**config.mk**
```make
export PLATFORM = sky130hd
export DESIGN_NAME = mult_datapath
export DESIGN_NICKNAME = d
export VERILOG_FILES = /design/src/rtl/mult_datapath.sv
export SDC_FILE = /design/constraint.sdc
export NUM_CORES = 1
export LEC_CHECK = 0
export ABC_AREA = 0
export ABC_CLOCK_PERIOD_IN_PS = 3200
export CORE_MARGIN = 2
export CORE_UTILIZATION = 45
export DETAILED_ROUTE_END_ITERATION = 10
export PLACE_DENSITY = 0.81
export SYNTH_ARGS = -nofsm -noshare
export SYNTH_HDL_FRONTEND = slang
export SYNTH_SLANG_ARGS = --single-unit
export TNS_END_PERCENT = 20
```
**constraint.sdc**
```tcl
create_clock -name Clk -period 3.2 [get_ports Clk]
set_input_delay 0.96 -clock Clk [delete_from_list [all_inputs] [get_ports Clk]]
set_output_delay 0.96 -clock Clk [all_outputs]
set_load 0.01 [all_outputs]
```
**src/rtl/mult_datapath.sv**
```systemverilog
// mult_datapath -- register/arithmetic datapath of the signed add-shift multiplier.
//
// Holds the X:A:B shift chain and a WIDTH+1 bit adder/subtractor driven by
// the multiplier controller's strobes. After a completed multiply the signed
// product is {Aval, Bval} and X carries its sign.
//
// Ports:
//   Clk        system clock, all state updates on the rising edge
//   Reset      synchronous active-high reset, overrides every strobe
//   S          switch operand: multiplier on Clr_ld, multiplicand on Add/Sub
//   Clr_ld     clear A and X, load B from S, clear the shift counter
//   Shift      arithmetic right shift of X:A:B
//   Add, Sub   A <= A +/- S (signed); Sub wins if both are high
//   Aval, Bval A and B registers (product upper / lower half)
//   X          sign-extension flip-flop
//   M          B[0], fed back to the controller
//   Shift_cnt  shifts since the last Clr_ld, saturating at WIDTH
//   Done       Shift_cnt == WIDTH
module mult_datapath #(
    parameter int WIDTH = 8
) (
    input  logic                         Clk,
    input  logic                         Reset,
    input  logic [WIDTH-1:0]             S,
    input  logic                         Clr_ld,
    input  logic                         Shift,
    input  logic                         Add,
    input  logic                         Sub,
    output logic [WIDTH-1:0]             Aval,
    output logic [WIDTH-1:0]             Bval,
    output logic                         X,
    output logic                         M,
    output logic [$clog2(WIDTH+1)-1:0]   Shift_cnt,
    output logic                         Done
);

    localparam int CW = $clog2(WIDTH + 1);
    localparam logic [CW-1:0] CNT_MAX = CW'(WIDTH);

    logic [WIDTH-1:0] a_q, b_q;
    logic             x_q;
    logic [CW-1:0]    cnt_q;

    logic [WIDTH:0]   op;
    logic [WIDTH:0]   sum;
    logic [CW-1:0]    cnt_inc;

    // Operand is S sign-extended to WIDTH+1 bits, negated for Sub.
    // The adder carry out of the top bit is simply dropped.
    always_comb begin
        op = {S[WIDTH-1], S};
        if (Sub)
            op = ~{S[WIDTH-1], S} + 1'b1;
        sum = {a_q[WIDTH-1], a_q} + op;
    end

    // Counter sticks at WIDTH; the chain itself keeps shifting past that.
    assign cnt_inc = (cnt_q == CNT_MAX) ? cnt_q : cnt_q + 1'b1;

    always_ff @(posedge Clk) begin
        if (Reset) begin
            a_q   <= '0;
            b_q   <= '0;
            x_q   <= 1'b0;
            cnt_q <= '0;
        end else if (Clr_ld) begin
            a_q   <= '0;
            b_q   <= S;
            x_q   <= 1'b0;
            cnt_q <= '0;
        end else if (Add || Sub) begin
            x_q <= sum[WIDTH];
            if (Shift) begin
                // Final-subtract state: shift the freshly computed sum in
                // the same cycle, with the new X as the incoming sign bit.
                a_q   <= {sum[WIDTH], sum[WIDTH-1:1]};
                b_q   <= {sum[0], b_q[WIDTH-1:1]};
                cnt_q <= cnt_inc;
            end else begin
                a_q <= sum[WIDTH-1:0];
            end
        end else if (Shift) begin
            a_q   <= {x_q, a_q[WIDTH-1:1]};
            b_q   <= {a_q[0], b_q[WIDTH-1:1]};
            cnt_q <= cnt_inc;
        end
    end

    assign Aval      = a_q;
    assign Bval      = b_q;
    assign X         = x_q;
    assign M         = b_q[0];
    assign Shift_cnt = cnt_q;
    assign Done      = (cnt_q == CNT_MAX);

endmodule
```
==> results of run 1 <==
per-layer routing:
layer	part of all wire [%]	vias to the layer above	GRT usage [%]
met5	0	-	0
met4	1.6	0	6.94
li1	-	790	-
met3	3.9	6	1.63
met1	46	731	29.9
met2	49	48	36.3
per-stage QoR:
stage | util [%] | TNS [ns]
floorplan | - | 0
detailed placement | 63.8 | -3.18
finish | 66.4 | 0
global route | 66.4 | 0
global placement | 63.8 | -2.62
CTS | 65.1 | -0.233
timing repair:
item                       4_1_cts  5_1_grt
pin swaps                        5        6
hold buffers                     0        0
buffers inserted                 0        2
setup endpoints to repair        6        7
gates resized for setup          6       10
registers in the layout, indices dropped and copies added (netlist names):
| register | count |
|---|---|
| Aval | 8 |
| X | 1 |
| Shift_cnt | 4 |
| Bval | 8 |
logic make-up after synthesis:
family / after synthesis
AND/OR/NAND/NOR: 61
flip-flops: 21
multiplexers: 11
AO/OA/AOI/OAI: 48
adder cells (fa/ha/maj): 12
buffers and inverters: 23
XOR/XNOR: 15
how the worst min path moves through the flow:
| stage | to | depth (start not counted) |
|---|---|---|
| 4_1_cts | X$_SDFFE_PP0N_ | 2 |
| 3_5_place_dp | X$_SDFFE_PP0N_ | 2 |
| 6_report | X$_SDFFE_PP0N_ | 2 |
| 2_1_floorplan | X$_SDFFE_PP0N_ | 2 |
| 3_3_place_gp | X$_SDFFE_PP0N_ | 2 |
| 5_1_grt | X$_SDFFE_PP0N_ | 2 |
cell usage after synthesis (all sizes together) (2+ instances only):
library cell / n
inv: 12
nand3: 5
o31ai: 4
xor2: 3
a311oi: 3
clkbuf: 10
or2: 2
nor2b: 2
a211oi: 8
nor3: 3
ha: 11
nor2: 32
nand2: 12
a21o: 2
dfxtp: 21
xnor2: 12
a21oi: 15
mux2i: 10
o21ai: 8
report_power, final:
part           total (uW)  leakage [uW]  internal, uW  switching (uW)
combinational         323      0.000792           168             155
sequential            294      0.000172           279            15.6
clock                 142     0.0000177          46.8            95.4
total                 760      0.000982           493             266
layout make-up:
type / instances / area share, %
clock buffer: 3 / 1.03
clock inverter: 1 / 0.229
inverter: 12 / 2.06
multi-input combinational: 147 / 47.6
sequential: 21 / 19.3
tap: 46 / 2.64
timing repair buffer: 65 / 27.2
critical path, stage by stage:
cell	delay (ns)
dlymetal6s2s_1	0.15
nor3_2	0.23
nand3_1	0.12
nand2_1	0.10
xnor2_1	0.07
ha_1	0.34
and2_4	0.18
a311o_1	0.32
a41o_2	0.27
a31oi_4	0.16
xnor2_2	0.09
a311oi_2	0.28
==> qor.yml, run 1 <==
logic_synthesis:
  synth.top_cells.by_area: "dfxtp_1, ha_1, nor2_1, xnor2_1, mux2i_1"
  simple_gate_portion_of_the_synthesized_area_pct: 17.6
  yosysUniqueCellTypes: 35
  synth-compound-area-share_pct: 21.8
  yosys.area_share.adder_pct: 10.4
  synth.ff_latch_count: 21
  synth_largest_area_cell: "dfxtp_1"
  synth_edf_count: 0
  post_synth.cell_area_avg_um2: 7.97
  synth.yosys.warnings: 0
  synthesis.area_mm2: 0.00152
  postSynthNetCount: 217
  post_synth_inst_count: 191
  seq_area_frac_synth_pct: 27.6
  synth.mux.area_fraction_pct: 8.06
  async_reset_ff_share_pct: 0
  synth-xor-area-share_pct: 8.63
  combinational_family_with_the_most_area_after_synthesis: "compound AO/OA/AOI/OAI gates"
  postSynth.topFlopCell: "dfxtp_1"
  synth_top_area_share_pct: 27.6
setup_path:
  crit_type: "in -> reg"
  worstPathArrival_ns: 3.26
  cp-startpoint: "S[4]"
  worst-path-max-fanout: 4
  worstReg2RegStart: "Aval[5]$_SDFFE_PP0P_"
  r2r_slack_ns: 1.13
  reg2reg_to: "Aval[7]$_SDFFE_PP0P_"
  worst_setup_path_endpoint: "Aval[7]$_SDFFE_PP0P_"
  rr_worst_depth: 7
  start_kind: "primary input"
  kind_of_capture_point_of_the_worst_setup_path: "register"
  worst_ep_required_time_ns: 3.44
timing:
  setup_slack_ns: 0.172
  tightest_slew_ns: 0.448
  relative_max_transition_margin_pct: 69.8
  rsz0062_at_grt: "no"
  layout_worst_path_cycle_share_pct: 94.6
  hold_viol_final: 0
  min_period_ns: 3.03
  fmax_mhz: 330
  drv_slew: 0
  timing.hold.ws_ns: 0.526
  clock-skew-final_ns: 0.00203
  report.final.setup_viol: 0
detailed_routing:
  postRouteAntennaNets: 0
  drc_violation_count_after_routing: 0
  routed_via_density: 5.34
  post_drt_wl_per_cell_um: 14.1
  drtPass1Iterations: 4
  wirelength_um: 4170
  drt_iter0_markers: 66
  vias: 1575
power_and_ir_drop:
  totalPowerFinal_uw: 760
  worst_voltage_drop_across_the_vdd_grid_mv: 0.168
  power.density_cell_area_mw_per_mm2: 348
  leakagePower_uw: 0.000982
placed_design:
  io_buffer_count: 36
  postPlaceCellArea_mm2: 0.00210
  dp_cells: 289
  place.gp.congestion: 0.925
  post-dp-hpwl_um: 3040
  pre_cts_ws_ns: -0.510
layout:
  finalInstanceArea_mm2: 0.00218
  area_growth_pct: 43.4
  finalNetCount: 276
  drive_gt1_share_pct: 18.9
  post_layout_nonfiller_instances: 295
  filler_cell_count: 295
  antenna_cells: 0
  ff_latch_area_um2: 420
  most_frequent_cells_in_the_layout: "nor2_1, clkdlybuf4s50_1, buf_4, dfxtp_1, a21oi_1"
  area_of_combinational_cells_with_multiple_inputs_mm2: 0.00104
  mostFrequentLayoutCell: "nor2_1"
die:
  initial_core_utilization_pct: 46.3
  die_height_um: 62.1
  die_area_mm2: 0.00386
  placement_rows: 21
  design.portCount: 37
  fp.coreArea_mm2: 0.00328
  die_w_um: 62.1
grt:
  antenna_found_initial: 0
  globalRouteOverflowTotal: 0
  vias_in_the_first_global_route: 1472
  grt_max_degree: 15
  global_route_wire_length_before_repair_um: 6890
  grt.total_usage_pct: 21.7
clock_network:
  tritoncts.num_buffers: 3
  cts_max_level: 1
  ctsRootBufferMaster: "clkbuf_4"
  path_clk_slew_ns: 0.14
  tritoncts: "built"
  cts_sinks: 21
  max-clock-path-buffers: 2
  clk-insertion-delay-late_ns: 0.32
min_path:
  timing.hold.worst.class: "reg -> reg"
  min_from: "X$_SDFFE_PP0N_"
outcome:
  run_status: "completed"
job:
  timing.max_cap.violations: 0
Note: power is estimated with default switching activity, not from simulation.
==> run 2: changes to the inputs <==
Settings changed: CTS_CLUSTER_SIZE set to 24.
==> results of run 2 <==
Same layout as run 1: the final DEF is identical, and so are final timing and power.
==> run 3: changes to the inputs <==
Settings changed: CTS_CLUSTER_SIZE 24 to 20, PLACE_DENSITY 0.81 to not set, PLACE_DENSITY_LB_ADDON set to 0.15.
==> run 3 against run 2 <==
- sequential cell count did not move
- worst hold slack lost 0.011 ns
- cell count unchanged
- final area grew 2.1%
- wire length decreased by 3.4%
- power grew 0.18%
- maximum frequency down 2.7%
- highest routed layer unchanged
==> qor.yml, run 3 (synthesis gave the netlist of run 1 again) <==
setup_path:
  ordered_cell_list_for_the_critical_path: "clkdlybuf4s50_1, buf_4, nand2_2, xnor2_2, ha_4, a311o_1, a41o_2, a31oi_4, xnor2_2, a311oi_1"
  critPathMaxStageDelay_ns: 0.50  # +0.16 ns
  path_delay_family: "compound AO/OA/AOI/OAI gates"
  start_kind: "primary input"
  kind_of_capture_point_of_the_worst_setup_path: "register"
  worst-path-max-fanout: 6  # +2
  crit_path_frequent_cell: "xnor2_2"
  worst_ep_required_time_ns: 3.43  # about the same
  crit_type: "in -> reg"
  worstPathArrival_ns: 3.34  # +0.08 ns
  critical_path.slowest_cell: "clkdlybuf4s50_1"
  path_buf_inv: 2  # +1
grt:
  global_route_wire_length_before_repair_um: 6750  # -2.1%
  grt_max_degree: 15  # unchanged
  vias_in_the_first_global_route: 1478  # +0.41%
  globalRouteOverflowTotal: 0  # unchanged
  grt.total_usage_pct: 21.1  # -0.61 points
  antenna_found_initial: 0  # unchanged
placed_design:
  place.gp.congestion: 0.874  # -5.6%
  postPlaceCellArea_mm2: 0.00210  # unchanged
  post-dp-hpwl_um: 3080  # +1.5%
  pre_cts_ws_ns: -0.566  # -0.0555 ns
  io_buffer_count: 36  # unchanged
clock_network:
  cts_max_level: 1  # unchanged
  tritoncts.num_buffers: 3  # unchanged
  postCtsHoldBufs: 0  # unchanged
  ctsRootBufferMaster: "clkbuf_4"
  tritoncts: "built"
  path_clk_slew_ns: 0.13  # about the same
  max-clock-path-buffers: 2  # unchanged
  clk-insertion-delay-late_ns: 0.31  # about the same
  cts_sinks: 21  # unchanged
die:
  design.portCount: 37  # unchanged
  die_height_um: 62.1  # unchanged
  fp.coreArea_mm2: 0.00328  # unchanged
  initial_core_utilization_pct: 46.3  # unchanged
  die_area_mm2: 0.00386  # unchanged
  placement_rows: 21  # unchanged
  die_w_um: 62.1  # unchanged
layout:
  drive_gt1_share_pct: 22.1  # +3.2 points
  most_frequent_cells_in_the_layout: "nor2_1, clkdlybuf4s50_1, buf_4, dfxtp_1, a21oi_1"
  mostFrequentLayoutCell: "nor2_1"
  finalInstanceArea_mm2: 0.00223  # +2.1%
  antenna_cells: 0  # unchanged
  finalNetCount: 276  # unchanged
  area_growth_pct: 46.4
timing:
  relative_max_transition_margin_pct: 67.5  # -2.3 points
  drv_slew: 0  # unchanged
  setup_slack_ns: 0.0883  # -0.0841 ns
  final.setup.tns_ns: 0  # unchanged
  rsz0062_at_grt: "no"
  tightest_slew_ns: 0.483  # +0.0349 ns
  fmax_mhz: 321  # -2.7%
  hold_viol_final: 0  # unchanged
  min_period_ns: 3.11  # +0.0841 ns
  report.final.setup_viol: 0  # unchanged
  layout_worst_path_cycle_share_pct: 97.2  # +2.6 points
  clock-skew-final_ns: 0.00553  # +0.00349 ns
power_and_ir_drop:
  switching_part_of_the_total_power_pct: 34.7  # -0.40 points
  sequentialPowerShare_pct: 38.8  # about the same
  leakagePower_uw: 0.000968  # -1.4%
  power.density_cell_area_mw_per_mm2: 342  # -1.8%
  totalPowerFinal_uw: 761  # +0.18%
  clkPwrFrac_pct: 17.9  # -0.8 points
  switching_power_uw: 264  # -0.95%
  worst_voltage_drop_across_the_vdd_grid_mv: 0.164  # -2.2%
  power_frac_comb_pct: 43.3  # +0.8 points
  internal_power_uw: 497  # +0.79%
detailed_routing:
  postRouteAntennaNets: 0  # unchanged
  drt_iter0_markers: 38  # -42%
  wirelength_um: 4030  # -3.4%
  dr_wl_met3_um: 152  # -5.6%
  drc_violation_count_after_routing: 0  # unchanged
  vias: 1572  # -0.19%
  met2_wirelength_um: 1940  # -4.7%
  routed_via_density: 5.33  # -0.19%
  post_drt_wl_per_cell_um: 13.7  # -3.4%
  top_layer: "met4"
  drtPass1Iterations: 4  # unchanged
  met1Wirelength_um: 1880  # -1.3%
outcome:
  run_status: "completed"
min_path:
  timing.hold.worst.class: "reg -> reg"
job:
  timing.max_cap.violations: 0  # unchanged
run 3: cell types whose count changed in the layout (fill, tap and decap cells not counted), sizes merged:
| cell | delta |
|---|---|
| clkdlybuf4s15 | +1 |
| clkdlybuf4s50 | +1 |
| dlygate4sd2 | +1 |
| dlymetal6s2s | -3 |
run 3: path summary, 6_finish.rpt:
| path | cells past startpoint | endpoint | startpoint | slack [ns] |
|---|---|---|---|---|
| max | 10 | Aval[7]$_SDFFE_PP0P_ | Sub | 0.09 |
| max reg2reg | 9 | Aval[7]$_SDFFE_PP0P_ | Aval[0]$_SDFFE_PP0P_ | 1.09 |
| min reg2reg | 2 | X$_SDFFE_PP0N_ | X$_SDFFE_PP0N_ | 0.51 |
| min | 2 | X$_SDFFE_PP0N_ | X$_SDFFE_PP0N_ | 0.51 |
run 3: worst register-to-register path, cell delays in order (launching register included):
cell	delay, ns
dfxtp_1	0.39
ha_1	0.19
inv_1	0.06
fa_1	0.37
inv_1	0.08
a21o_1	0.15
a41o_2	0.25
a31oi_4	0.11
xnor2_2	0.16
a311oi_1	0.27
run 3: power groups by stage:
stage          registers [uW]  clock network (uW)  logic, uW
2_1_floorplan             305                   0        171
3_3_place_gp              299                   0        295
3_5_place_dp              300                   0        302
4_1_cts                   294                 139        315
5_1_grt                   298                 149        358
6_report                  295                 136        330
run 3: repair_timing:
action | in CTS | in global routing
gates resized for setup | 12 | 14
pin swaps | 8 | 13
buffers inserted | 2 | 0
hold endpoints to repair | 0 | 0
setup endpoints to repair | 5 | 6
gates cloned | 0 | 0
run 3: cell type report:
| type | instances | area (um2) |
|---|---|---|
| clock buffer | 3 | 22.5 |
| clock inverter | 1 | 5.00 |
| fill | 276 | 1060 |
| inverter | 12 | 45.0 |
| multi-input combinational | 147 | 1090 |
| sequential | 21 | 420 |
| tap | 46 | 57.6 |
| timing repair buffer | 65 | 584 |
run 3: layer usage:
layer	track usage, %	up-vias
met2	35.9	40
met1	28.5	737
li1	-	789
met4	5.56	0
met5	0	-
met3	2.36	6
run 3: stage by stage:
step / cells / utilization [%] / hold slack (ns)
CTS: 295 / 66.0 / 0.516
finish: 295 / 67.8 / 0.515
global route: 295 / 67.8 / 0.545
detailed placement: 289 / 63.8 / 0.496
global placement: 289 / 63.8 / 0.491
floorplan: 191 / - / 0.503
